$ cat src/rtl/truth_sweep_pkg.sv
`default_nettype none
// ---------------------------------------------------------------------------
// truth_sweep_pkg : shared state encoding and constants for the sweeper
// Revision 1.0
// ---------------------------------------------------------------------------
package truth_sweep_pkg;

    typedef enum logic [1:0] {
        ST_IDLE   = 2'd0,
        ST_DRIVE  = 2'd1,
        ST_SAMPLE = 2'd2,
        ST_DONE   = 2'd3
    } state_t;

    // Implication a -> b (~a | b), indexed by stim = {a,b}
    localparam logic [3:0] IMPL_EXPECTED = 4'b1011;

    localparam int DEFAULT_N_IN = 2;

    function automatic int num_vec(input int n_in);
        return 1 << n_in;
    endfunction

    localparam int NUM_VEC = num_vec(DEFAULT_N_IN);

endpackage
`default_nettype wire

$ cat src/rtl/truth_table_sweeper_hold_timer.sv
`default_nettype none
// ---------------------------------------------------------------------------
// hold_timer : loadable down-counter, tc while enabled and count reaches zero
// Revision 1.0
// ---------------------------------------------------------------------------
module hold_timer #(
    parameter int HOLD_CYCLES = 10
) (
    input  logic clk,
    input  logic rst_n,
    input  logic load,
    input  logic en,
    output logic tc
);

    localparam int CW = (HOLD_CYCLES > 1) ? $clog2(HOLD_CYCLES) : 1;
    localparam logic [CW-1:0] LOAD_VAL = CW'(HOLD_CYCLES - 1);

    logic [CW-1:0] count;

    always_ff @(posedge clk or negedge rst_n) begin
        if (!rst_n) begin
            count <= '0;
        end else if (load) begin
            count <= LOAD_VAL;
        end else if (en && (count != '0)) begin
            count <= count - 1'b1;
        end
    end

    assign tc = en && (count == '0);

endmodule
`default_nettype wire

$ cat src/rtl/truth_table_sweeper.sv
`default_nettype none
// ---------------------------------------------------------------------------
// truth_table_sweeper : drives every input vector to a gate, holds, samples
// and compares against an expected truth table.  Revision 1.0
// ---------------------------------------------------------------------------
module truth_table_sweeper
    import truth_sweep_pkg::*;
#(
    parameter int                        N_IN        = 2,
    parameter int                        HOLD_CYCLES = 10,
    parameter logic [(2**N_IN)-1:0]      EXPECTED    = IMPL_EXPECTED
) (
    input  logic            clk,
    input  logic            rst_n,
    input  logic            start,
    input  logic            dut_out,
    output logic [N_IN-1:0] stim,
    output logic            busy,
    output logic            done,
    output logic            pass,
    output logic [N_IN:0]   err_count,
    output logic            sample_valid,
    output logic            sample_value
);

    localparam int              VECS     = num_vec(N_IN);
    localparam logic [N_IN-1:0] LAST_IDX = N_IN'(VECS - 1);

    state_t          state;
    state_t          state_next;
    logic [N_IN-1:0] index;
    logic            accept;
    logic            last;
    logic            mismatch;
    logic [N_IN:0]   err_next;
    logic            hold_load;
    logic            hold_tc;

    assign accept   = ((state == ST_IDLE) || (state == ST_DONE)) && start;
    assign last     = (index == LAST_IDX);
    assign mismatch = (dut_out != EXPECTED[index]);
    assign err_next = err_count + {{N_IN{1'b0}}, mismatch};
    assign stim     = index;

    // Reload on sweep start and on every vector advance
    assign hold_load = accept || ((state == ST_SAMPLE) && !last);

    hold_timer #(
        .HOLD_CYCLES (HOLD_CYCLES)
    ) u_hold_timer (
        .clk   (clk),
        .rst_n (rst_n),
        .load  (hold_load),
        .en    (state == ST_DRIVE),
        .tc    (hold_tc)
    );

    always_ff @(posedge clk or negedge rst_n) begin
        if (!rst_n) begin
            state <= ST_IDLE;
        end else begin
            state <= state_next;
        end
    end

    always_comb begin
        state_next = state;
        case (state)
            ST_IDLE, ST_DONE: if (start)   state_next = ST_DRIVE;
            ST_DRIVE:         if (hold_tc) state_next = ST_SAMPLE;
            ST_SAMPLE:        state_next = last ? ST_DONE : ST_DRIVE;
            default:          state_next = ST_IDLE;
        endcase
    end

    always_ff @(posedge clk or negedge rst_n) begin
        if (!rst_n) begin
            index        <= '0;
            busy         <= 1'b0;
            done         <= 1'b0;
            pass         <= 1'b0;
            err_count    <= '0;
            sample_valid <= 1'b0;
            sample_value <= 1'b0;
        end else begin
            sample_valid <= 1'b0;
            if (accept) begin
                index     <= '0;
                err_count <= '0;
                done      <= 1'b0;
                pass      <= 1'b0;
                busy      <= 1'b1;
            end else if (state == ST_SAMPLE) begin
                sample_value <= dut_out;
                sample_valid <= 1'b1;
                err_count    <= err_next;
                if (last) begin
                    done <= 1'b1;
                    busy <= 1'b0;
                    pass <= (err_next == '0);
                end else begin
                    index <= index + 1'b1;
                end
            end
        end
    end

endmodule
`default_nettype wire

$ cat config.mk
export PLATFORM = sky130hd
export DESIGN_NAME = truth_table_sweeper
export DESIGN_NICKNAME = d
export VERILOG_FILES = /design/src/rtl/truth_sweep_pkg.sv /design/src/rtl/truth_table_sweeper_hold_timer.sv /design/src/rtl/truth_table_sweeper.sv
export SDC_FILE = /design/constraint.sdc
export NUM_CORES = 1
export LEC_CHECK = 0
export ABC_AREA = 1
export BUFFER_PORTS_ARGS = -buffer_cell sky130_fd_sc_hd__buf_2
export CORE_MARGIN = 2
export CORE_UTILIZATION = 40
export DETAILED_ROUTE_END_ITERATION = 7
export PLACE_DENSITY = 0.69
export SLEW_MARGIN = 20
export SYNTH_ARGS = -nofsm -noshare
export SYNTH_HDL_FRONTEND = slang
export SYNTH_SLANG_ARGS = --single-unit
$ cat constraint.sdc
create_clock -name clk -period 2.8 [get_ports clk]
set_input_delay 0.28 -clock clk [delete_from_list [all_inputs] [get_ports clk]]
set_output_delay 0.28 -clock clk [all_outputs]
set_load 0.005 [all_outputs]
After elaboration in Yosys (flattened, before gate mapping)
Cells that the tools add are included.

Input bits: 4. Memory bits (read-only): 0. RAM bits: 0. Flip-flop bits (word level): 16. Word-level logic and storage cells: 65. Bits in latches: 0. Memories: 0. Output and inout port bits: 10.

$add $sub $neg: 3. Multiplexer cells: 24. Magnitude comparators: 1. Bitwise operators: 1. Equality and inequality tests: 8. Div/mod/pow operators: 0. Reduce and logical (&&, ||, !) cells: 19. Multipliers: 0. Shift-type cells: 0.

Operators with widths (count): $mux W1 (12); $mux W2 (6); $mux W4 (2); $reduce_and A2 Y1 (4); $eq A2 B2 Y1 const B (3); $mux W3 (2); $ne A2 B2 Y1 const B (3); $pmux W2 S3 (1); $reduce_bool A2 Y1 (3); $logic_and A1 B1 Y1 (4); $logic_not A4 Y1 (1); $reduce_bool A4 Y1 (1); $sub A4 B1 Y4 const B (1); $add A3 B1 Y3 (1); $logic_not A3 Y1 (1); $lt A2 B3 Y1 const B (1); $add A2 B1 Y2 const B (1); $bmux W1 S2 (1); $eq A2 B1 Y1 const B (1); $logic_not A2 Y1 (1); $logic_or A1 B1 Y1 (2); $reduce_or A2 Y1 (1); $logic_not A1 Y1 (1); $ne A1 B1 Y1 (1); $not A1 Y1 (1).

Logic depth before layout (Yosys ltp)
Depth in word-level cells: 8. Depth in mapped cells: 8. Depth with buffers taken out: 8.

Hierarchy
Synthesis repeated with hierarchy kept, for this count alone.

Cell total of the unflattened synthesis: 112. Area total of the unflattened synthesis: 930.9 µm².

Modules (own cells, without submodules): truth_table_sweeper (cells each 78, sequential area each 300.3 µm², instances 1, area each 654.4 µm²); hold_timer (cells each 34, sequential area each 100.1 µm², instances 1, area each 276.5 µm²).

Least setup slack after synthesis
Ideal clock, no wire load.

Path type: reg2reg. Start point: reg index[0], in the netlist stim[0]. End point: reg pass. Cell stages (with the launch flop): 9. Data arrival time: 1.447 ns. Path buffers: 0. Period minus slack after synthesis: 1.525 ns. Required time: 2.723 ns. Setup time: 0.077 ns. Slack: 1.275 ns. Path through: dfrtp_1 -> inv_1 -> ha_1 -> xnor2_1 -> ha_1 -> ha_1 -> nor2_1 -> nand2_1 -> a21oi_1.

Longest elaborated chain between the ends: 8. Elaborated cells between the ends (all ways): 11.

RTL lines: start, declared (line truth_table_sweeper.sv:31) `logic [N_IN-1:0] index;`; start signal, assigned (line truth_table_sweeper.sv:102) `index <= index + 1'b1;`; $bmux W1 S2 (line truth_table_sweeper.sv:41) `assign mismatch = (dut_out != EXPECTED[index]);`; $mux W1 (not written as such) (line truth_table_sweeper.sv:41); $ne A1 B1 Y1 (line truth_table_sweeper.sv:41); $add A3 B1 Y3 (line truth_table_sweeper.sv:42) `assign err_next = err_count + {{N_IN{1'b0}}, mismatch};`; $logic_not A3 Y1 (line truth_table_sweeper.sv:100) `pass <= (err_next == '0);`; $mux W1 (line truth_table_sweeper.sv:97) `if (last) begin`; $mux W1 (line truth_table_sweeper.sv:93) `end else if (state == ST_SAMPLE) begin`; $mux W1 (line truth_table_sweeper.sv:87) `if (accept) begin`; end signal, assigned (line truth_table_sweeper.sv:100); end, declared (line truth_table_sweeper.sv:20) `output logic pass,`.

Several ways; a longest one is shown, not always the timed one. The select of a mux whose other input is x is not followed. A chain may end at the register's enable or synchronous reset.

Worst setup path in the final report
Start point: reg state[0]. End point: reg u_hold_timer.count[1].

Longest elaborated chain between the ends: 5. Elaborated cells between the ends (all ways): 11.

RTL lines: start, declared (line truth_table_sweeper.sv:29) `state_t state;`; start signal, assigned (line truth_table_sweeper.sv:62) `state <= state_next;`; $eq A2 B2 Y1 or $logic_not A2 Y1 (tied branches) (line truth_table_sweeper.sv:39) `assign accept = ((state == ST_IDLE) || (state == ST_DONE)) && start;`; $logic_or A1 B1 Y1 (line truth_table_sweeper.sv:39); $logic_and A1 B1 Y1 (line truth_table_sweeper.sv:39); $logic_or A1 B1 Y1 (line truth_table_sweeper.sv:46) `assign hold_load = accept || ((state == ST_SAMPLE) && !last);`; $mux W4 or $reduce_bool A2 Y1 (tied branches); end signal, assigned (line truth_table_sweeper_hold_timer.sv:27) `count <= count - 1'b1;`; end, declared (line truth_table_sweeper_hold_timer.sv:19) `logic [CW-1:0] count;`.

Several ways; a longest one is shown, not always the timed one.

==> out/qor.yml <==
critical_path:
  worst_setup_path_start_kind: "register"
  critical_path_class: "register to register"
  critical_path.slowest_cell: "sky130_fd_sc_hd__dfrtp_1"
  worst-endpoint-arrival_ns: 1.88
  worst-endpoint-required_ns: 2.98
  worst_setup_path_end_kind: "register"
  slowest_delay_ns: 0.41
  crit_path_cell_trace: "inv_1 > ha_1 > nand2_1 > inv_1 > nor2_4 > nand2_2 > nand2_1 > o21ai_1"
  critical_path.max_fanout: 12
  worstPathBufferInverterCount: 2
  crit_path_leading_delay_family: "simple AND/OR/NAND/NOR gates"
cts:
  clkSinkCount: 16
  worst_skew_late_latency_ns: 0.29
  cts.reportedPaths.clkPinSlew_ns: 0.10
  cts.root.buffer_cell: "sky130_fd_sc_hd__clkbuf_4"
  htree_num_levels: 1
  cts-buffers-inserted: 3
  tritoncts_clock_tree: "yes"
  clock_tree.buffer_depth: 2
  postCtsResizedCells: 0
die:
  initial_core_util: 0.431
  die_width_microns: 50.2
  placeableCoreArea_sq_um: 1980
  io-pin-count: 14
  die_h_microns: 50.2
  rows: 16
  die_area_sq_um: 2520
drt:
  route.detailed.drc: 0
  drt_iter0_drc: 17
  postRouteAntennaNets: 0
  finalWirelength_microns: 1600
  wl_per_cell_microns: 11.6
  detail_route.first_pass.iterations: 4
  route.vias.total: 666
  vias_per_cell: 4.83
logic_synthesis:
  syn-mean-instance-area_sq_um: 9.08
  synth_warn: 0
  post_synth_instance_area_sq_um: 853
  ys_seq_area_frac: 0.469
  synth_top_cell_area_share: 0.469
  synth_cells: 94
  synth_largest_area_cell: "sky130_fd_sc_hd__dfrtp_1"
  synth_top_cells_by_area: "sky130_fd_sc_hd__dfrtp_1 47%, sky130_fd_sc_hd__ha_1 13%, sky130_fd_sc_hd__nand2_1 9.2%"
  number_of_unique_standard_cell_types_used_by_synthesis: 18
  synth-seq-cells: 16
  synth.net_count: 107
timing:
  final.setup.tns_ns: 0
  timing.final.max_slew_violations: 0
  grt_setup_unrepaired: "no"
  worst_clock_skew_ns: 0.00251
  final-hold-violation-count: 0
  period_minus_slack_ns: 1.70
  final_min_period_over_clock_period: 0.608
  clock.fmax_mhz: 587
  setup_violations: 0
  worst-slew-pin-transition_ns: 0.370
  max_slew_headroom: 0.754
global_route:
  grt_pass1_wl_microns: 2840
  grt-ovfl-total: 0
  grt_util_all_layers: 0.148
  grt_start_max_net_pins: 17
  vias_in_the_first_global_route: 667
  number_of_antenna_violations_at_the_first_check_in_global_routing: 0
final_layout:
  post_route_cell_area_sq_um: 991
  multiInputGateArea_sq_um: 400
  post-route-util: 0.500
  antenna_cells: 0
  design.final.nets: 125
  syn_to_final_growth_pct: 16.1
  sequential_cell_area_sq_um: 400
  layout.cells.non_filler: 138
  nFillCells: 188
  post_route_cells_drive_above_1_share: 0.216
power:
  cellPowerDensity_nw_per_um2: 925
  power.ir.vdd_worst_mv: 0.355
  post-layout-total-power_w: 0.000917
  p_leak_nw: 0.551
placement:
  globalplace.congestion: 0.788
  place_hpwl_microns: 1190
  placed_cells_incl_taps: 133
  place.port_buffers: 13
  placed_area_sq_um: 945
flow_run:
  maxCapViolations: 0
run_status:
  outcome: "complete, no violations"
hold_path:
  hold_path.class: "input pin to register"
## path summary, 6_finish.rpt
kind | startpoint | end | slack (ns) | cells after the start
max | state[0] | u_hold_timer.count[1] | 1.10 | 8
min | dut_out | sample_value | 0.26 | 2
max reg2reg | state[0] | u_hold_timer.count[1] | 1.10 | 8
min reg2reg | busy | busy | 0.48 | 2
max in group asynchronous | rst_n | u_hold_timer.count[0] | 2.11 | 2
min in group asynchronous | rst_n | u_hold_timer.count[2] | 0.42 | 2
## timing repair
item / 4_1_cts / 5_1_grt
setup buffers: 0 / 0
hold buffers: 1 / 0
endpoints found under the hold margin: 16 / 0
## layout make-up
type,count,area share
well taps,27,0.0341
flip-flops and latches,16,0.404
multi-input cells,65,0.404
clock buffers,4,0.0366
inverters,12,0.0455
repair buffers,14,0.0758
## layout by cell type (no fill, tap or decap), drive strengths merged
cell type,Yosys,routed
o21bai,1,1
dfrtp,16,16
clkbuf,0,4
o21ai,8,8
mux2,1,1
a21oi,2,2
nand2,22,22
nand3,14,14
xnor2,2,2
nor2,5,5
inv,12,12
ha,9,9
dlygate4sd3,0,1
o31ai,1,1
buf,1,13
## through the flow
step | hold WS (ns) | setup WS, ns
global route | 0.245 | 0.893
finish | 0.261 | 1.10
global placement | 0.217 | 1.10
CTS | 0.259 | 1.09
detailed placement | 0.222 | 1.11
floorplan | -0.0156 | 1.28
## power breakdown
group	switching [W]	total [W]	internal, W
combinational	0.000249	0.000414	0.000165
clock	0.0000766	0.000156	0.0000791
sequential	0.0000484	0.000347	0.000299
## layer usage
metal,track usage,routed length (microns),part of all wire,vias to the layer above
met5,0,0,0,-
met4,0.0556,9,0.0056,0
met3,0.0357,54,0.034,2
met2,0.230,791,0.49,13
met1,0.198,749,0.47,308
li1,-,-,-,343
## synth_stat cells
| cell type | number |
|---|---|
| sky130_fd_sc_hd__nor2_4 | 2 |
| sky130_fd_sc_hd__o31ai_1 | 1 |
| sky130_fd_sc_hd__mux2_2 | 1 |
| sky130_fd_sc_hd__ha_1 | 9 |
| sky130_fd_sc_hd__nand2_2 | 1 |
| sky130_fd_sc_hd__dfrtp_1 | 16 |
| sky130_fd_sc_hd__xnor2_1 | 2 |
| sky130_fd_sc_hd__buf_4 | 1 |
| sky130_fd_sc_hd__nand3_1 | 13 |
| sky130_fd_sc_hd__inv_1 | 10 |
| sky130_fd_sc_hd__nand2_1 | 21 |
| sky130_fd_sc_hd__o21ai_1 | 3 |
| sky130_fd_sc_hd__nand3_2 | 1 |
| sky130_fd_sc_hd__nor2_1 | 3 |
| sky130_fd_sc_hd__o21ai_0 | 5 |
| sky130_fd_sc_hd__inv_2 | 2 |
| sky130_fd_sc_hd__o21bai_1 | 1 |
| sky130_fd_sc_hd__a21oi_1 | 2 |
## kinds of logic after synthesis
group,count (synthesis),share of synthesized area
simple gates,41,0.227
mux,1,0.0132
flops,16,0.469
xor+xnor,2,0.0205
compound gates,12,0.0762
fa+ha+maj,9,0.132
buf+inv,13,0.0616
## sequential cells by signal (all words and copies together), names as in the netlist
name and count:
pass 1, u_hold_timer.count 4, done 1, sample_value 1
state 2, stim 2, err_count 3, busy 1
sample_valid 1
No activity file was read; power rests on OpenSTA's default activity.
